==> config.mk <==
export PLATFORM = sky130hd
export DESIGN_NAME = vga_capture
export DESIGN_NICKNAME = d
export VERILOG_FILES = /design/src/rtl/vga_capture.sv
export SDC_FILE = /design/constraint.sdc
export NUM_CORES = 1
export LEC_CHECK = 0
export CAP_MARGIN = 40
export CORE_MARGIN = 2
export CORE_UTILIZATION = 40
export CTS_BUF_LIST = sky130_fd_sc_hd__clkbuf_16
export DETAILED_ROUTE_END_ITERATION = 16
export GPL_TIMING_DRIVEN = 0
export PLACE_DENSITY = 0.69
export SYNTH_ARGS = -nofsm -noshare
export SYNTH_HDL_FRONTEND = slang
export SYNTH_SLANG_ARGS = --single-unit
==> constraint.sdc <==
create_clock -name Sys_clk -period 4.4 [get_ports Sys_clk]
set_input_delay 0.88 -clock Sys_clk [delete_from_list [all_inputs] [get_ports Sys_clk]]
set_output_delay 0.88 -clock Sys_clk [all_outputs]
set_load 0.03 [all_outputs]
==> src/rtl/vga_capture.sv <==
// Video input capture: regenerates the pixel grid from HSYNC/VSYNC, locks onto the
// timing and writes active pixels as RGB565. Define VGA_CAPTURE_FRAME_CNT_EN to add Frame_cnt.
module vga_capture #(
    parameter int H_Sync       = 44,
    parameter int H_backporch  = 148,
    parameter int H_left       = 0,
    parameter int H_data       = 1920,
    parameter int H_right      = 0,
    parameter int H_Frontporch = 88,
    parameter int H_total      = H_Sync + H_backporch + H_left + H_data + H_right + H_Frontporch,
    parameter int H_width      = $clog2(H_total) + 1,
    parameter int V_Sync       = 5,
    parameter int V_backporch  = 36,
    parameter int V_left       = 0,
    parameter int V_data       = 1080,
    parameter int V_right      = 0,
    parameter int V_Frontporch = 4,
    parameter int V_total      = V_Sync + V_backporch + V_left + V_data + V_right + V_Frontporch,
    parameter int V_width      = $clog2(V_total) + 1
) (
    input  logic               Sys_clk,
    input  logic               Rst_n,
    input  logic               H_Sync_in,
    input  logic               V_Sync_in,
    input  logic [7:0]         Red_in,
    input  logic [7:0]         Green_in,
    input  logic [7:0]         Blue_in,
    input  logic               Clr_err,
    input  logic               wdata_fifo_full,
    output logic [15:0]        wdata_fifo_wr_data,
    output logic               wdata_fifo_wr_en,
    output logic [H_width-1:0] Pix_x,
    output logic [V_width-1:0] Pix_y,
    output logic               Frame_start,
    output logic               Locked,
    output logic               Timing_err,
    output logic               Overflow
`ifdef VGA_CAPTURE_FRAME_CNT_EN
    ,
    output logic [15:0]        Frame_cnt
`endif
);

    localparam logic [1:0] ST_UNLOCK  = 2'd0;
    localparam logic [1:0] ST_MEASURE = 2'd1;
    localparam logic [1:0] ST_LOCKED  = 2'd2;

    localparam int H_ACT = H_Sync + H_backporch + H_left;
    localparam int V_ACT = V_Sync + V_backporch + V_left;

    localparam logic [H_width-1:0] H_FIRST = H_width'(H_ACT);
    localparam logic [H_width-1:0] H_LAST  = H_width'(H_ACT + H_data - 1);
    localparam logic [H_width-1:0] H_TOT   = H_width'(H_total);
    localparam logic [V_width-1:0] V_FIRST = V_width'(V_ACT);
    localparam logic [V_width-1:0] V_LAST  = V_width'(V_ACT + V_data - 1);
    localparam logic [V_width-1:0] V_TOT   = V_width'(V_total);
    localparam logic [V_width-1:0] V_END   = V_width'(V_total - 1);

    logic               hs1, vs1, hs2, vs2;
    logic [15:0]        pix1;
    logic               h_rise, v_rise;
    logic [H_width-1:0] h_cnt, cur_h;
    logic [V_width-1:0] v_cnt, cur_v;
    logic [1:0]         state;
    logic               meas_bad;
    logic               line_bad, lock_err, active, capture;
    logic               unused_lsbs;

    // Low colour bits are dropped by the RGB565 packing.
    assign unused_lsbs = ^{Red_in[2:0], Green_in[1:0], Blue_in[2:0]};

    // NOTE: sequential state uses non-blocking assignments so every register samples pre-edge values.
    always_ff @(posedge Sys_clk or negedge Rst_n) begin
        if (!Rst_n) begin
            hs1  <= 1'b0;
            vs1  <= 1'b0;
            hs2  <= 1'b0;
            vs2  <= 1'b0;
            pix1 <= '0;
        end else begin
            hs1  <= H_Sync_in;
            vs1  <= V_Sync_in;
            hs2  <= hs1;
            vs2  <= vs1;
            pix1 <= {Red_in[7:3], Green_in[7:2], Blue_in[7:3]};
        end
    end

    assign h_rise = hs1 & ~hs2;
    assign v_rise = vs1 & ~vs2;

    // NOTE: every always_comb output gets a default first so no latch is inferred.
    always_comb begin
        cur_h = h_cnt;
        cur_v = v_cnt;
        if (h_rise) begin
            cur_h = '0;
            if (v_rise)
                cur_v = '0;
            else if (v_cnt != '1)
                cur_v = v_cnt + 1'b1;
        end
    end

    // h_cnt holds the last position + 1, which is the measured line length at the next rise.
    assign line_bad = (h_rise && (h_cnt != H_TOT)) || (cur_h == H_TOT);
    assign lock_err = line_bad || (v_rise && (v_cnt != V_END)) || (cur_v == V_TOT);
    assign active   = (cur_h >= H_FIRST) && (cur_h <= H_LAST) && (cur_v >= V_FIRST) && (cur_v <= V_LAST);
    assign capture  = (state == ST_LOCKED) && !lock_err && active;
    assign Locked   = (state == ST_LOCKED);

    always_ff @(posedge Sys_clk or negedge Rst_n) begin
        if (!Rst_n) begin
            h_cnt <= '0;
            v_cnt <= '0;
        end else begin
            h_cnt <= (cur_h == '1) ? cur_h : cur_h + 1'b1;
            v_cnt <= cur_v;
        end
    end

    always_ff @(posedge Sys_clk or negedge Rst_n) begin
        if (!Rst_n) begin
            state    <= ST_UNLOCK;
            meas_bad <= 1'b0;
        end else begin
            case (state)
                ST_UNLOCK: begin
                    if (v_rise) begin
                        state    <= ST_MEASURE;
                        meas_bad <= 1'b0;
                    end
                end
                ST_MEASURE: begin
                    if (v_rise) begin
                        if ((v_cnt == V_END) && !meas_bad && !line_bad)
                            state <= ST_LOCKED;
                        meas_bad <= 1'b0;
                    end else if (line_bad) begin
                        meas_bad <= 1'b1;
                    end
                end
                ST_LOCKED: begin
                    if (lock_err)
                        state <= ST_UNLOCK;
                end
                default: state <= ST_UNLOCK;
            endcase
        end
    end

    // NOTE: datapath registers are reset too, since every output must read 0 during reset.
    // FIFO full is sampled on the same edge that registers the write strobe.
    always_ff @(posedge Sys_clk or negedge Rst_n) begin
        if (!Rst_n) begin
            wdata_fifo_wr_en   <= 1'b0;
            wdata_fifo_wr_data <= '0;
            Pix_x              <= '0;
            Pix_y              <= '0;
            Frame_start        <= 1'b0;
        end else begin
            wdata_fifo_wr_en <= capture && !wdata_fifo_full;
            Frame_start      <= capture && (cur_h == H_FIRST) && (cur_v == V_FIRST);
            if (capture) begin
                wdata_fifo_wr_data <= pix1;
                Pix_x              <= cur_h - H_FIRST;
                Pix_y              <= cur_v - V_FIRST;
            end
        end
    end

    // Sticky flags: a set event in the same cycle beats Clr_err.
    always_ff @(posedge Sys_clk or negedge Rst_n) begin
        if (!Rst_n) begin
            Timing_err <= 1'b0;
            Overflow   <= 1'b0;
        end else begin
            if ((state == ST_LOCKED) && lock_err)
                Timing_err <= 1'b1;
            else if (Clr_err)
                Timing_err <= 1'b0;
            if (capture && wdata_fifo_full)
                Overflow <= 1'b1;
            else if (Clr_err)
                Overflow <= 1'b0;
        end
    end

`ifdef VGA_CAPTURE_FRAME_CNT_EN
    always_ff @(posedge Sys_clk or negedge Rst_n) begin
        if (!Rst_n)
            Frame_cnt <= '0;
        else if (Clr_err)
            Frame_cnt <= '0;
        else if ((state == ST_LOCKED) && v_rise && !lock_err)
            Frame_cnt <= Frame_cnt + 16'd1;
    end
`endif

endmodule

* Word-level counts from Yosys, hierarchy flattened
Index checks and enable logic that the tools add are counted.
** Storage, ports and cells
- Register bits :: 93
- Input bits :: 30
- Output and inout bits :: 46
- Logic and storage cells :: 88
** Operators by class
- Add/subtract/negate cells :: 4
- Magnitude comparators :: 4
- Eq/ne operators :: 16
- Muxes and demuxes :: 17
- Bitwise gates (word level) :: 4
- Reduce and logical (&&, ||, !) cells :: 27
** Operator list (number)
- 2-to-1 mux 12 bit :: 3
- 2-to-1 mux 13 bit :: 2
- equality test 12 x 11 -> 1 bit, second input constant :: 2
- logical AND 1 bit :: 14
- adder 13 x 1 -> 13 bit, second input constant :: 1
- equality test 13 x 12 -> 1 bit, second input constant :: 1
- equality test 13 bit, second input constant :: 1
- equality test 13 x 8 -> 1 bit, second input constant :: 1
- greater-or-equal comparator 13 x 8 -> 1 bit, second input constant :: 1
- <= comparator 13 x 12 -> 1 bit, second input constant :: 1
- != test 13 x 12 -> 1 bit, second input constant :: 1
- subtractor 13 x 8 -> 13 bit, second input constant :: 1
- adder 12 x 1 -> 12 bit, second input constant :: 1
- equality test 12 x 6 -> 1 bit, second input constant :: 1
- greater-or-equal comparator 12 x 6 -> 1 bit, second input constant :: 1
- <= comparator 12 x 11 -> 1 bit, second input constant :: 1
- != test 12 x 11 -> 1 bit, second input constant :: 1
- != test 12 bit, second input constant :: 1
- subtractor 12 x 6 -> 12 bit, second input constant :: 1
- 2-to-1 mux 2 bit :: 4
- 2-to-1 mux 1 bit :: 6
- != test 2 bit, second input constant :: 3
- case mux 2 bit (3 select lines) :: 1
- nonzero test 2 bit :: 3
- other kinds (12) :: 19

* Longest topological paths before layout
Gate-level depths: netlist of the first run.
- Depth after elaboration :: 12
- Gate-level depth with buffers :: 15
- Mapped depth without buffers :: 13

* Worst setup path before layout of the first run
Ideal clock, no wire load.
- Path kind :: reg2reg
- Start point :: reg v_cnt[0]
- End point :: reg Pix_x[0]
- Library setup time :: 125 ps
- Arrival :: 3226 ps
- Data required time :: 4275 ps
- Setup slack :: 1049 ps
- Cell stages (with the launch flop) :: 16
- Buffers on the path :: 2
- Clock period less this slack :: 3351 ps
- Path through :: dfrtp_1 -> ha_1 -> and4_1 -> a31oi_1 -> xnor2_1 -> or2_2 -> inv_1 -> ha_1 -> a21boi_0 -> nand4_1 -> o41ai_1 -> or3b_1 -> a2111o_1 -> buf_6 -> buf_6 -> mux2_4
** Between the ends
- Cells in the longest elaborated chain, start to end :: 9
- Elaborated cells on any way between the ends :: 17
- Those cells by class :: add/sub (1); order compare (2); eq/ne (3); mux (3); reduce/logical (8)
** Ends and longest elaborated chain
- start: declaration :: RTL line 63 : logic [V_width-1:0] v_cnt, cur_v;
- start signal: assignment :: RTL line 118 : v_cnt <= cur_v;
- adder 12 x 1 -> 12 bit / != test 12 bit (equally long branches) :: RTL line 101, 100
- 2-to-1 mux 12 bit :: RTL line 100 : else if (v_cnt != '1)
- 2-to-1 mux 12 bit :: RTL line 98 : if (v_rise)
- 2-to-1 mux 12 bit * :: RTL line 96 : if (h_rise) begin
- named net cur_v[0] :: RTL line 63
- parallel branches: the longest is 4 deep, another holds greater-or-equal comparator 12 x 6 -> 1 bit
- logical AND 1 bit * :: RTL line 109 : assign capture = (state == ST_LOCKED) && !lock_err && active;
- end signal: assignment :: RTL line 166 : Pix_x <= cur_h - H_FIRST;
- end: declaration :: RTL line 32 : output logic [H_width-1:0] Pix_x,
Mark *: on every way through the listed nets, which the timed path passes.
A chain may end at the register's enable or synchronous reset.

* Worst setup path in the final report of the first run
- Start point :: reg hs1
- End point :: reg Pix_x[1]
** Between the ends
- Cells in the longest elaborated chain, start to end :: 9
- Elaborated cells on any way between the ends :: 20
- Those cells by class :: add/sub (1); order compare (4); eq/ne (2); mux (2); bitwise (1); reduce/logical (10)
** Ends and longest elaborated chain
- start: declaration :: RTL line 59 : logic hs1, vs1, hs2, vs2;
- start signal: assignment :: RTL line 81 : hs1 <= H_Sync_in;
- bitwise AND 1 bit * :: RTL line 89 : assign h_rise = hs1 & ~hs2;
- parallel branches: the longest is 8 deep, another holds greater-or-equal comparator 13 x 8 -> 1 bit
Every way passes the cells marked *.

==> results.ini, run 1 <==
[min_path]
hp-start = vs1$_DFF_PN0_
holdPathEnd = vs2$_DFF_PN0_
hold_class = reg2reg
whs_path_depth = 0

[floorplan]
die_area_mm2 = 0.0123
rows = 39
io_pins = 76
die_y_um = 111
floorplan.initialDensity_pct = 40.6
core_area_mm2 = 0.0113
die_w_um = 111

[synth]
ys_seq_area_share_pct = 50.8
yosys_warnings = 0
async_reset_ff_share_pct = 100
avgSynthCellArea_um2 = 11.9
synth_edf_count = 0
synth_cells = 385
yosysUniqueCellTypes = 59
synth_seq_cells = 93
synth_nets = 425
yosys_most_used_dff = dfrtp_1
synth_area_mm2 = 0.00458

[clock_tree]
cts_resized = 0
worstSkewPairLatency_ns = 0.34
postCtsSetupBuffers = 0
cts_htree_levels = 3
cts_sinks = 93
clk_pin_slew_worst_paths_ns = 0.07
numCtsBuffers = 9
root_buffer = clkbuf_16
ctsHoldBuffers = 0
cts_tree = done
clockBufferDepth = 2

[pwr]
internal_power_w = 0.00140
power_w = 0.00196
p_clk_share_pct = 36.9
power.density_mw_per_mm2 = 341
p_comb_share_pct = 14.9
pwr-share-seq_pct = 48.2
p_sw_w = 0.000551
p_sw_share_pct = 28.2
max-vdd-ir-drop_mv = 0.251
leakage_nw = 2.71

[placement]
hpwlAfterDp_um = 7040
place_ws_ns = 0.573
port_buffers = 67
globalplace.congestion = 0.869

[layout]
fillers = 999
syn2layout_area_growth_pct = 25.0
fin_nets = 504
drive_above_1_share_pct = 15.6
diodes = 0
seqCellArea_mm2 = 0.00233
multiInputGateArea_mm2 = 0.00206

[sta]
fmax_ghz = 0.259
relSlewSlack_pct = 52.8
fin_ws_ns = 0.546
tightest_slew_ns = 0.698
finalClockSkew_ns = 0.00743
timing.final.crit_share_pct = 87.6
grt_setup_unrepaired = false
hold_violations = 0
layout_min_cycle_time_ns = 3.85
setup-violations-final = 0
slew_violations = 0

[setup_path]
worstSetupPathType = reg2reg
r2r-end = Pix_x[1]$_DFFE_PN0P_
r2r_cells = 13
reg2reg_from = hs1$_DFF_PN0_
start_kind = flip-flop
regToRegSetupSlack_ns = 0.55
cp.arrival_ns = 4.08
cp.required_ns = 4.62
worst_setup_path_end_kind = flip-flop
path_max_fanout = 10

[grt]
grt_use_total_pct = 16.3
grt_pass1_vias = 3225
antenna_found_initial = 0
grt_pass1_wl_um = 16300
grt_max_degree = 56
gr-total-overflow = 0

[drt]
wire_per_inst_um = 15.9
dr.first_iter.drc_count = 258
firstDrtPassIters = 4
postRouteAntennaNets = 0
vias = 3228
wirelength_um = 9730
drt-vias-per-instance = 5.27
drc_errors = 0

[job]
cap_viol_max_count = 0

[status]
outcome = finished, final reports clean

-- flip-flops by register name, summed over array words and instances (netlist names), 2 cells and up --
register,cells
pix1,16
h_cnt,13
v_cnt,12
wdata_fifo_wr_data,16
Pix_y,12
state,2
Pix_x,13
-- routing by layer --
| layer | GRT usage [%] | up-vias | wire [um] |
|---|---|---|---|
| met5 | 0 | - | 0 |
| met4 | 5.51 | 0 | 159 |
| met3 | 2.41 | 15 | 497 |
| met2 | 24.3 | 106 | 4260 |
| met1 | 24.4 | 1562 | 4810 |
| li1 | - | 1545 | - |
-- cell usage in the layout, fill, tap and decap left out, drive strengths merged, types with 6 or more instances in the layout --
| master | synthesis | final |
|---|---|---|
| a21oi | 8 | 8 |
| a31oi | 6 | 6 |
| and3 | 12 | 12 |
| buf | 11 | 13 |
| clkbuf | 7 | 16 |
| clkdlybuf4s50 | 0 | 66 |
| dfrtp | 93 | 93 |
| ha | 10 | 10 |
| inv | 19 | 22 |
| mux2 | 37 | 37 |
| nand2 | 26 | 26 |
| nand3 | 9 | 9 |
| nand4 | 10 | 10 |
| nor2 | 22 | 22 |
| o21ai | 11 | 11 |
| xnor2 | 16 | 16 |
| xor2 | 8 | 8 |
-- cells in the mapped netlist, drive strengths merged, types with 4 or more instances --
cell,number,area (um^2)
nand4,10,62.6
xor2,8,70.1
xnor2,16,140
and2,4,25.0
inv,19,71.3
mux2i,5,50.1
nand2,26,100
and3,12,75.1
nor2,22,82.6
or3,5,32.5
ha,10,125
buf,11,93.8
nand3,9,45.0
clkbuf,7,26.3
a31oi,6,37.5
nor3,4,20.0
and4,5,43.8
dfrtp,93,2330
a41oi,4,35.0
nor3b,4,30.0
a21oi,8,40.0
a311oi,5,80.1
mux2,37,537
o21ai,11,55.1
nor4b,5,43.8
-- worst max path at each step --
stage                            start  slack [ns]                    to
global route        v_cnt[0]$_DFF_PN0_        0.18  Pix_y[6]$_DFFE_PN0P_
detailed placement  v_cnt[0]$_DFF_PN0_        0.57  Pix_y[5]$_DFFE_PN0P_
CTS                 v_cnt[0]$_DFF_PN0_        0.56  Pix_y[8]$_DFFE_PN0P_
global placement                 Rst_n       -0.88         hs1$_DFF_PN0_
floorplan           v_cnt[0]$_DFF_PN0_        1.05  Pix_x[0]$_DFFE_PN0P_
finish                   hs1$_DFF_PN0_        0.55  Pix_x[1]$_DFFE_PN0P_
-- layout make-up --
class                      instances  area share [%]
sequential                        93            40.6
multi-input combinational        255            36.0
clock buffer                       9            3.93
clock inverter                     7           0.830
buffer                            18            2.10
timing repair buffer              68            12.1
inverter                          19            1.25
tap                              143            3.12
-- cell families after synthesis --
family	Yosys count	share of synthesized area, %
fa+ha+maj	10	2.73
xor+xnor	24	4.59
mux	42	12.8
flops	93	50.8
simple gates	122	14.9
buf+inv	37	4.18
compound gates	57	9.97
-- metrics by stage --
stage / hold slack, ns / area (um^2) / setup TNS (ns) / utilization [%] / std cells
2_1_floorplan: 0.368 / 4580 / 0 / - / 385
6_report: 0.410 / 5730 / 0 / 50.8 / 612
5_1_grt: 0.425 / 5730 / 0 / 50.8 / 612
3_3_place_gp: 0.379 / 5430 / -81.15 / 48.2 / 595
4_1_cts: 0.413 / 5730 / 0 / 50.8 / 612
3_5_place_dp: 0.398 / 5460 / 0 / 48.4 / 596
-- power by group through the flow --
| stage | clock (W) | sequential (W) | combinational, W |
|---|---|---|---|
| after CTS | 0.000743 | 0.000940 | 0.000295 |
| after detailed placement | 0 | 0.000957 | 0.000292 |
| final | 0.000721 | 0.000942 | 0.000292 |
| after global routing | 0.000783 | 0.000949 | 0.000326 |
| after floorplan | 0 | 0.000944 | 0.000200 |
| after global placement | 0 | 0.000954 | 0.000283 |
-- worst max-delay path, stage by stage, from the launching register on --
cell and delay [ns]:
dfrtp_1 0.40, nand2b_1 0.19, buf_2 0.27, buf_1 0.38, nand2_1 0.22, ha_1 0.26, a41oi_1 0.34, o21a_1 0.19
o41ai_1 0.08, or3b_1 0.38, a2111o_1 0.40, buf_6 0.15, buf_6 0.16, mux2_4 0.30
(Power assumes the default switching activity.)
==> run 2, diff against run 1 <==
Settings changed: CORE_UTILIZATION 40 to 45, CTS_BUF_LIST sky130_fd_sc_hd__clkbuf_16 to unset, PLACE_DENSITY 0.69 to 0.75.
==> results.ini, run 2 (synthesis gave the netlist of run 1 again) <==
[status]
outcome = finished, final reports clean  ; unchanged

[drt]
vias = 3332  ; was 3228
drc_errors = 0  ; unchanged
drt-vias-per-instance = 5.53  ; was 5.27
wire_per_inst_um = 16.6  ; was 15.9 um
wirelength_um = 10000  ; was 9730 um
dr.first_iter.drc_count = 258  ; unchanged
firstDrtPassIters = 5  ; was 4
postRouteAntennaNets = 0  ; unchanged

[layout]
layout_commonest_cell = dfrtp_1  ; unchanged
fin_nets = 504  ; unchanged
utilization_pct = 57.5  ; was 50.8%
syn2layout_area_growth_pct = 23.3  ; was 25.0%
diodes = 0  ; unchanged
drive_above_1_share_pct = 16.0  ; was 15.6%
reg_top3 = pix1 x16, wdata_fifo_wr_data x16  ; unchanged
final_cell_mix = 93 x dfrtp_1, 66 x clkdlybuf4s50_1, 32 x mux2_4  ; unchanged
final_area_mm2 = 0.00565  ; was 0.00573 mm^2

[pwr]
pwr-share-seq_pct = 51.5  ; was 48.2%
p_sw_share_pct = 29.4  ; was 28.2%
internal_power_w = 0.00129  ; was 0.00140 W
power.density_mw_per_mm2 = 324  ; was 341 mW/mm^2
max-vdd-ir-drop_mv = 0.182  ; was 0.251 mV
p_comb_share_pct = 16.1  ; was 14.9%
p_sw_w = 0.000538  ; was 0.000551 W
leakage_nw = 2.67  ; was 2.71 nW
p_clk_share_pct = 32.4  ; was 36.9%

[clock_tree]
cts_sinks = 93  ; unchanged
cts_resized = 0  ; unchanged
cts_htree_levels = 3  ; unchanged
postCtsSetupBuffers = 0  ; unchanged
cts_tree = done  ; unchanged
numCtsBuffers = 9  ; unchanged
clk_pin_slew_worst_paths_ns = 0.10  ; was 0.07 ns
root_buffer = clkbuf_8  ; was clkbuf_16
clockBufferDepth = 2  ; unchanged
ctsHoldBuffers = 0  ; unchanged
worstSkewPairLatency_ns = 0.36  ; was 0.34 ns

[setup_path]
worstSetupPathType = reg2reg  ; unchanged
regToRegSetupSlack_ns = 0.37  ; was 0.55 ns
r2r-end = wdata_fifo_wr_data[1]$_DFFE_PN0P_  ; was Pix_x[1]$_DFFE_PN0P_
reg2reg_from = hs1$_DFF_PN0_  ; unchanged
start_kind = flip-flop  ; unchanged
cp_num_buf_inv = 3  ; was 4
worst_setup_path_end_kind = flip-flop  ; unchanged
cp.arrival_ns = 4.28  ; was 4.08 ns
path_delay_family = compound AO/OA/AOI/OAI gates  ; unchanged
max_stage_delay_ns = 0.48  ; was 0.40 ns
crit_chain = nor2b_1 > clkbuf_1 > o41ai_1 > a32oi_1 > ha_1 > a21boi_0 > nand4_1 > o41ai_1 > or3b_1 > a2111o_1 > buf_6 > buf_6 > mux2_4  ; was nand2b_1 > buf_2 > buf_1 > nand2_1 > ha_1 > a41oi_1 > o21a_1 > o41ai_1 > or3b_1 > a2111o_1 > buf_6 > buf_6 > mux2_4
path_max_fanout = 10  ; unchanged
cp_slowest_cell = clkbuf_1  ; was dfrtp_1
cp.required_ns = 4.64  ; was 4.62 ns
r2r_cells = 13  ; unchanged

[floorplan]
die_area_mm2 = 0.0110  ; was 0.0123 mm^2
core_area_mm2 = 0.00982  ; was 0.0113 mm^2
floorplan.initialDensity_pct = 46.6  ; was 40.6%
die_w_um = 105  ; was 111 um
rows = 36  ; was 39
io_pins = 76  ; unchanged
die_y_um = 105  ; was 111 um

[grt]
gr-total-overflow = 0  ; unchanged
antenna_found_initial = 0  ; unchanged
grt_pass1_wl_um = 16700  ; was 16300 um
grt_use_total_pct = 18.9  ; was 16.3%
grt_pass1_vias = 3314  ; was 3225
grt_max_degree = 64  ; was 56

[sta]
layout_min_cycle_time_ns = 4.03  ; was 3.85 ns
tightest_slew_ns = 0.704  ; was 0.698 ns
grt_setup_unrepaired = false  ; unchanged
timing.final.crit_share_pct = 91.6  ; was 87.6%
slew_violations = 0  ; unchanged
setup-violations-final = 0  ; unchanged
hold_violations = 0  ; unchanged
fmax_ghz = 0.248  ; was 0.259 GHz
relSlewSlack_pct = 52.4  ; was 52.8%
finalClockSkew_ns = 0.0132  ; was 0.00743 ns

[placement]
port_buffers = 67  ; unchanged
dpl_cell_area_mm2 = 0.00544  ; was 0.00546 mm^2
globalplace.congestion = 0.864  ; was 0.869
hpwlAfterDp_um = 7210  ; was 7040 um

[job]
cap_viol_max_count = 0  ; unchanged

[min_path]
hp-start = vs1$_DFF_PN0_  ; unchanged
hold_class = reg2reg  ; unchanged
whs_path_depth = 0  ; unchanged
holdPathEnd = vs2$_DFF_PN0_  ; unchanged

[run 2: per-layer routing]
| metal | share of wire, % | GRT usage, % | vias up |
|---|---|---|---|
| li1 | - | - | 1537 |
| met1 | 46 | 26.6 | 1629 |
| met2 | 47 | 29.8 | 143 |
| met3 | 5.6 | 2.74 | 23 |
| met4 | 1.6 | 6.86 | 0 |
| met5 | 0 | 0 | - |
[run 2: cell type report]
class	instances	area [um^2]
Fill cell	851	4170
Sequential cell	93	2330
Multi-Input combinational cell	255	2060
Timing Repair Buffer	68	696
Tap cell	133	166
Clock buffer	9	124
Buffer	18	120
Clock inverter	7	80.1
Inverter	19	71.3
[run 2: worst max-delay path by stage]
stage | start | endpoint | cells after the start
after global routing | hs1$_DFF_PN0_ | wdata_fifo_wr_data[1]$_DFFE_PN0P_ | 13
after CTS | hs1$_DFF_PN0_ | wdata_fifo_wr_data[1]$_DFFE_PN0P_ | 13
final | hs1$_DFF_PN0_ | wdata_fifo_wr_data[1]$_DFFE_PN0P_ | 13
after global placement | Rst_n | hs1$_DFF_PN0_ | 1
after detailed placement | hs1$_DFF_PN0_ | wdata_fifo_wr_data[1]$_DFFE_PN0P_ | 13
after floorplan | v_cnt[0]$_DFF_PN0_ | Pix_x[0]$_DFFE_PN0P_ | 15
[run 2: per-stage QoR]
stage	total power [W]	instances	setup TNS, ns	setup WS, ns	hold WS, ns
detailed placement	0.00125	586	0	0.432	0.389
CTS	0.00185	602	0	0.377	0.418
global route	0.00192	602	0	0.0633	0.427
global placement	0.00124	585	-81.07	-0.876	0.380
floorplan	0.00114	385	0	1.05	0.368
finish	0.00183	602	0	0.368	0.417
[run 2: power by group through the flow]
stage	Sequential, W	Combinational, W	Clock (W)
detailed placement	0.000958	0.000294	0
global route	0.000949	0.000330	0.000644
CTS	0.000941	0.000299	0.000608
floorplan	0.000944	0.000200	0
finish	0.000941	0.000295	0.000592
global placement	0.000955	0.000286	0
